$ cat config.mk
export PLATFORM = sky130hd
export DESIGN_NAME = miner_nonce_sched
export DESIGN_NICKNAME = d
export VERILOG_FILES = /design/src/rtl/miner_pkg.sv /design/src/rtl/miner_inflight_ctr.sv /design/src/rtl/miner_nonce_sched.sv
export SDC_FILE = /design/constraint.sdc
export NUM_CORES = 2
export LEC_CHECK = 0
export BUFFER_PORTS_ARGS = -buffer_cell sky130_fd_sc_hd__buf_2
export CAP_MARGIN = 20
export CORE_AREA = 2 2 560 562
export CTS_CLUSTER_SIZE = 30
export DETAILED_ROUTE_END_ITERATION = 10
export DIE_AREA = 0 0 562 564
export PLACE_DENSITY = 0.3
export SETUP_SLACK_MARGIN = 0.05
export SYNTH_ARGS = -nofsm -noshare
export SYNTH_HDL_FRONTEND = slang
export SYNTH_SLANG_ARGS = --single-unit
$ cat constraint.sdc
create_clock -name clk -period 3.15 [get_ports clk]
set_input_delay 0.1575 -clock clk [delete_from_list [all_inputs] [get_ports clk]]
set_output_delay 0.1575 -clock clk [all_outputs]
set_load 0.02 [all_outputs]
$ cat src/rtl/miner_pkg.sv
// Shared types and constants for the nonce scheduler and its helpers.
package miner_pkg;

  localparam int JOB_W       = 608;  // full job header carried to the core
  localparam int BLOCK_W     = 512;  // midstate / first block portion of the header
  localparam int NONCE_DEF_W = 32;   // nonce width of the standard job record

  // Scheduler phases: wait for job, issue nonces, wait for results, report completion.
  typedef enum logic [1:0] {
    IDLE  = 2'd0,
    SCAN  = 2'd1,
    DRAIN = 2'd2,
    DONE  = 2'd3
  } sched_state_e;

  // One job as offered by the host side.
  typedef struct packed {
    logic [JOB_W-1:0]       data;
    logic [NONCE_DEF_W-1:0] nonce_start;
    logic [NONCE_DEF_W-1:0] nonce_end;
  } job_t;

endpackage

$ cat src/rtl/miner_inflight_ctr.sv
// Outstanding-hash counter: +1 per issued nonce, -1 per returned result.
// A return with nothing outstanding is flagged as underflow and ignored.
module miner_inflight_ctr #(
  parameter int MAX = 8,
  parameter int W   = 8
) (
  input  logic         clk,
  input  logic         rst_n,
  input  logic         inc,
  input  logic         dec,
  output logic [W-1:0] count,
  output logic         full,
  output logic         empty,
  output logic         underflow
);

  logic dec_ok;

  assign dec_ok    = dec && (count != '0);
  assign underflow = dec && (count == '0);
  assign full      = (count == W'(MAX));
  assign empty     = (count == '0);

  // Simultaneous inc and valid dec cancel out; an underflowing dec leaves count alone.
  always_ff @(posedge clk or negedge rst_n) begin
    if (!rst_n) begin
      count <= '0;
    end else if (inc && !dec_ok) begin
      count <= count + 1'b1;
    end else if (!inc && dec_ok) begin
      count <= count - 1'b1;
    end
  end

endmodule

$ cat src/rtl/miner_nonce_sched.sv
// Job-level controller: latches a header job, issues its nonce range to the
// hash core one handshake at a time, counts results and reports hits.
module miner_nonce_sched
  import miner_pkg::*;
#(
  parameter int NONCE_W      = 32,
  parameter int MAX_INFLIGHT = 8,
  parameter int STOP_ON_HIT  = 1
) (
  input  logic               clk,
  input  logic               rst_n,
  input  logic               job_valid,
  output logic               job_ready,
  input  logic [JOB_W-1:0]   job_data,
  input  logic [NONCE_W-1:0] job_nonce_start,
  input  logic [NONCE_W-1:0] job_nonce_end,
  input  logic               job_abort,
  output logic [JOB_W-1:0]   core_data,
  output logic               core_req_valid,
  input  logic               core_req_ready,
  output logic [NONCE_W-1:0] core_req_nonce,
  input  logic               core_res_valid,
  input  logic               core_res_hit,
  input  logic [NONCE_W-1:0] core_res_nonce,
  output logic               found_valid,
  output logic [NONCE_W-1:0] found_nonce,
  output logic               busy,
  output logic               done,
  output logic [31:0]        hash_count,
  output logic               proto_err
);

  localparam int CNT_W = 8;

  sched_state_e       state;
  logic [NONCE_W-1:0] nxt;
  logic [NONCE_W-1:0] last;
  logic               hits_en;   // hits are reportable: scanning, or draining after range end
  logic [CNT_W-1:0]   inflight;
  logic               full;
  logic               empty;
  logic               underflow;
  logic               issue;
  logic               res_ok;
  logic               hit;
  logic               drained;

  assign issue   = core_req_valid && core_req_ready;
  assign res_ok  = core_res_valid && !underflow;
  assign hit     = res_ok && core_res_hit;
  // DRAIN never issues, so a single outstanding hash returning now empties the pipe.
  assign drained = empty || ((inflight == CNT_W'(1)) && res_ok);

  assign core_req_valid = (state == SCAN) && !full;
  assign core_req_nonce = nxt;
  assign job_ready      = (state == IDLE);
  assign busy           = (state != IDLE);
  assign done           = (state == DONE);

  miner_inflight_ctr #(
    .MAX (MAX_INFLIGHT),
    .W   (CNT_W)
  ) u_inflight (
    .clk       (clk),
    .rst_n     (rst_n),
    .inc       (issue),
    .dec       (core_res_valid),
    .count     (inflight),
    .full      (full),
    .empty     (empty),
    .underflow (underflow)
  );

  // Job FSM with nonce cursor, job latch and hit reporting.
  always_ff @(posedge clk or negedge rst_n) begin
    if (!rst_n) begin
      state       <= IDLE;
      core_data   <= '0;
      nxt         <= '0;
      last        <= '0;
      hits_en     <= 1'b0;
      found_valid <= 1'b0;
      found_nonce <= '0;
    end else begin
      found_valid <= hits_en && hit;
      if (hits_en && hit) begin
        found_nonce <= core_res_nonce;
      end
      case (state)
        IDLE: begin
          if (job_valid) begin
            core_data <= job_data;
            nxt       <= job_nonce_start;
            last      <= job_nonce_end;
            hits_en   <= 1'b1;
            state     <= SCAN;
          end
        end
        SCAN: begin
          // A handshake in the same cycle as abort or hit-stop is still honoured.
          if (issue) begin
            nxt <= nxt + 1'b1;
          end
          if (job_abort) begin
            hits_en <= 1'b0;
            state   <= DRAIN;
          end else if (issue && (nxt == last)) begin
            state <= DRAIN;
          end else if ((STOP_ON_HIT != 0) && hit) begin
            hits_en <= 1'b0;
            state   <= DRAIN;
          end
        end
        DRAIN: begin
          if (drained) begin
            hits_en <= 1'b0;
            state   <= DONE;
          end
        end
        default: begin
          state <= IDLE;
        end
      endcase
    end
  end

  // Per-job result counter (saturating) and sticky protocol error.
  always_ff @(posedge clk or negedge rst_n) begin
    if (!rst_n) begin
      hash_count <= '0;
      proto_err  <= 1'b0;
    end else begin
      if ((state == IDLE) && job_valid) begin
        hash_count <= '0;
      end else if (res_ok && (hash_count != 32'hFFFF_FFFF)) begin
        hash_count <= hash_count + 1'b1;
      end
      if (underflow) begin
        proto_err <= 1'b1;
      end
    end
  end

endmodule

==> impl_metrics.csv <==
group,metric,value,unit
status,outcome,"completed",
logic_synthesis,avgSynthCellArea,8.95,um2
routing,detail-route-antenna-nets,0,
setup_path,cp_required,3.88,ns
worst_hold_path,worst_hold_path_type,"in -> reg",
setup_path,crit_start,"u_inflight.count[0]$_DFFE_PN0P_",
cts,tritoncts.num_buffers,106,
floorplan,fp-row-count,205,
sta,slew_headroom,43.0,%
worst_hold_path,hold_depth,5,
grt,globalRoute.totalOverflow,0,
logic_synthesis,synth_seq_area_share,62.6,%
logic_synthesis,postSynth.asyncResetShare,100,%
sta,min_period,2.79,ns
logic_synthesis,synth_most_common_cell,"sky130_fd_sc_hd__nand2_1",
floorplan,pin_count,1421,
floorplan,die-height,564,um
routing,drt_iter0_drc,1580,
sta,final_setup_viols,0,
worst_hold_path,hp-start,"job_valid",
grt,grt_first_pass_wirelength,270,mm
pwr,p_per_area,947,nW/um2
sta,max_freq,358,MHz
sta,final-hold-violation-count,0,
logic_synthesis,ys_ff_latch,749,
place,dp_hpwl,158,mm
setup_path,critical_path_arrival,3.53,ns
setup_path,timing.rr.start,"u_inflight.count[0]$_DFFE_PN0P_",
routing,drt-wirelength-per-cell,19.8,um
floorplan,die_width,562,um
cts,clk_pin_slew_worst_paths,0.06,ns
place,gp_congestion,0.858,
logic_synthesis,netlist_top_cells_count,"sky130_fd_sc_hd__nand2_1 (1967), sky130_fd_sc_hd__dfrtp_1 (749), sky130_fd_sc_hd__clkbuf_1 (143), sky130_fd_sc_hd__nor2_1 (57), sky130_fd_sc_hd__xnor2_1 (56)",
sta,final_min_period_over_clock_period,88.7,%
floorplan,start_util,9.63,%
sta,max_slew.worst_pin.slew,0.855,ns
logic_synthesis,ys_types,64,
logic_synthesis,synthDominantAreaCellType,"sky130_fd_sc_hd__dfrtp_1",
routing,routed_wl,197,mm
sta,setup_repair_after_global_routing_missed_its_margin,"false",
routing,route.vias.total,32300,
grt,gr-usage-all-layers,12.0,%
routing,via_per_inst,3.25,
logic_synthesis,ys_top_cells_by_area,"sky130_fd_sc_hd__dfrtp_1 (63%), sky130_fd_sc_hd__nand2_1 (25%), sky130_fd_sc_hd__clkbuf_1 (1.8%)",
sta,final_max_slew_viol_count,0,
setup_path,r2r.worst_path.cells,9,
cts,cts.root.buffer_cell,"sky130_fd_sc_hd__clkbuf_16",
logic_synthesis,synth_edf_count,0,
setup_path,cp-end-kind,"flop",
pwr,p_leak,28.0,nW
setup_path,setup.worst_path.class,"reg -> reg",
place,portBuffers,1420,
pwr,vdd_ir_drop_max,0.434,mV
place,placement.setup.worst_slack,0.489,ns
grt,grt_max_degree,126,
cts,cts_buffer_depth,4,
logic_synthesis,syn-cell-area,29900,um2
sta,setup-tns-final,0,ns
cells_and_area,design.final.nets,6430,
logic_synthesis,ys_warn_count,0,
setup_path,critical_path.max_fanout,11,
routing,remaining_drc_errors,0,
logic_synthesis,synth.top_cell.area_share,62.6,%
routing,first_pass_iters,5,
sta,finalClockSkew,0.0828,ns
cts,clock_tree_from_tritoncts,"yes",
cells_and_area,syn_to_final_growth,84.4,%
cts,htreeDepth,3,
cts,worstSkewPairLatency,0.84,ns
pwr,post-layout-total-power,52.3,mW
grt,first_global_vias,34300,
grt,grt_antenna_before_repair,61,
logic_synthesis,synth_cells,3345,
sta,postLayoutSetupSlackWorst,0.357,ns
cts,post_cts.repair.setup_buffers,0,
floorplan,floorplan.core_area,311000,um2
cts,cts_num_sinks,749,
logic_synthesis,synth_ff_type,"sky130_fd_sc_hd__dfrtp_1",
cells_and_area,layout.filler_cells,35300,
flow_run,max_cap_viol_count,0,
floorplan,design.die.area,317000,um2
cells_and_area,post_route_cells_drive_above_1_share,30.0,%
logic_synthesis,number_of_nets_produced_by_synthesis,4067,
setup_path,startpoint_class_of_the_critical_path,"flop",
per-stage QoR:
stage	instance area, um2	hold WS (ns)	utilization (%)	instances
after global placement	42600	0.114	13.7	8826
after CTS	55200	0.0000470	17.7	9926
after detailed placement	42600	0.112	13.7	8826
after global routing	55200	0.0204	17.8	9937
final	55200	0.0767	17.8	9943
after floorplan	29900	-0.138	-	3345
path summary, 6_finish.rpt:
| check | endpoint | slack, ns |
|---|---|---|
| setup / recovery | core_req_nonce[13]$_DFFE_PN0P_ | 0.36 |
| hold / removal | core_data[595]$_DFFE_PN0P_ | 0.08 |
| setup reg to reg | core_req_nonce[13]$_DFFE_PN0P_ | 0.36 |
| hold reg to reg | core_data[286]$_DFFE_PN0P_ | 0.47 |
| max in group asynchronous | core_data[243]$_DFFE_PN0P_ | 1.71 |
| min in group asynchronous | core_data[568]$_DFFE_PN0P_ | 0.57 |
report_power, final:
part           leakage [nW]  internal (mW)  switching [mW]
registers              9.37           14.0            3.00
clock network          1.64           7.00            4.95
logic                  17.0           7.64            15.7
total                  28.0           28.6            23.6
layout by cell type (no fill, tap or decap), types with 26 or more instances in the layout:
cell and instances:
sky130_fd_sc_hd__nand2_1 1966, sky130_fd_sc_hd__buf_2 1419, sky130_fd_sc_hd__dlygate4sd3_1 913, sky130_fd_sc_hd__dfrtp_1 749, sky130_fd_sc_hd__clkbuf_16 106, sky130_fd_sc_hd__buf_4 77, sky130_fd_sc_hd__nor2_1 57, sky130_fd_sc_hd__xnor2_1 56
sky130_fd_sc_hd__mux2_2 35, sky130_fd_sc_hd__nor3_1 34, sky130_fd_sc_hd__clkbuf_1 32, sky130_fd_sc_hd__a21oi_1 29, sky130_fd_sc_hd__nand3_1 28, sky130_fd_sc_hd__o21ai_0 26
metal layers:
metal / up-vias / wire [um] / part of all wire [%] / global-route usage, %
met5: - / 184 / 0.094 / 0
li1: 15200 / - / - / -
met1: 15700 / 77900 / 40 / 13.7
met4: 26 / 4300 / 2.2 / 2.78
met3: 224 / 16700 / 8.5 / 4.20
met2: 1242 / 97500 / 50 / 21.1
registers in the layout, summed over array words and instances, names as in the netlist:
| name | count |
|---|---|
| last | 32 |
| u_inflight.count | 8 |
| found_nonce | 32 |
| core_data | 608 |
| state | 2 |
| hash_count | 32 |
| core_req_nonce | 32 |
| found_valid | 1 |
| proto_err | 1 |
| hits_en | 1 |
cell families after synthesis:
logic type	count (synthesis)	share of synthesized area (%)
xor gates and xnor gates	68	1.99
muxes	42	1.55
AOI/OAI and AO/OA	107	2.30
DFF	749	62.6
and+or+nand+nor	2172	28.5
buffers and inverters	196	2.55
adders and majority gates	11	0.460
critical path, cell delays in order, from the launching register on:
cell and delay (ns):
sky130_fd_sc_hd__dfrtp_1 0.45, sky130_fd_sc_hd__inv_1 0.10, sky130_fd_sc_hd__ha_1 0.23, sky130_fd_sc_hd__and4bb_2 0.25, sky130_fd_sc_hd__a21oi_2 0.40, sky130_fd_sc_hd__a21o_1 0.26
sky130_fd_sc_hd__buf_4 0.21, sky130_fd_sc_hd__o22ai_1 0.10, sky130_fd_sc_hd__a21oi_1 0.14, sky130_fd_sc_hd__dlygate4sd3_1 0.57
layout make-up:
cell class              count  area [um2]  share of cell area [%]
flip-flops and latches    749       18700                    34.0
repair buffers           2436       17400                    31.5
multi-input cells        2400       10400                    18.9
well taps                4140        5180                    9.38
clock buffers             155        3010                    5.45
clock inverters            31         365                   0.662
inverters                  15        56.3                   0.102
diodes                     17        42.5                  0.0771
repair_timing:
| action | in CTS | in global routing |
|---|---|---|
| hold endpoints to repair | 1151 | 0 |
| hold buffers | 914 | 0 |
| endpoints found under the setup margin | 0 | 1 |
| gates resized for setup | 0 | 1 |
No activity file was read; power rests on OpenSTA's default activity.
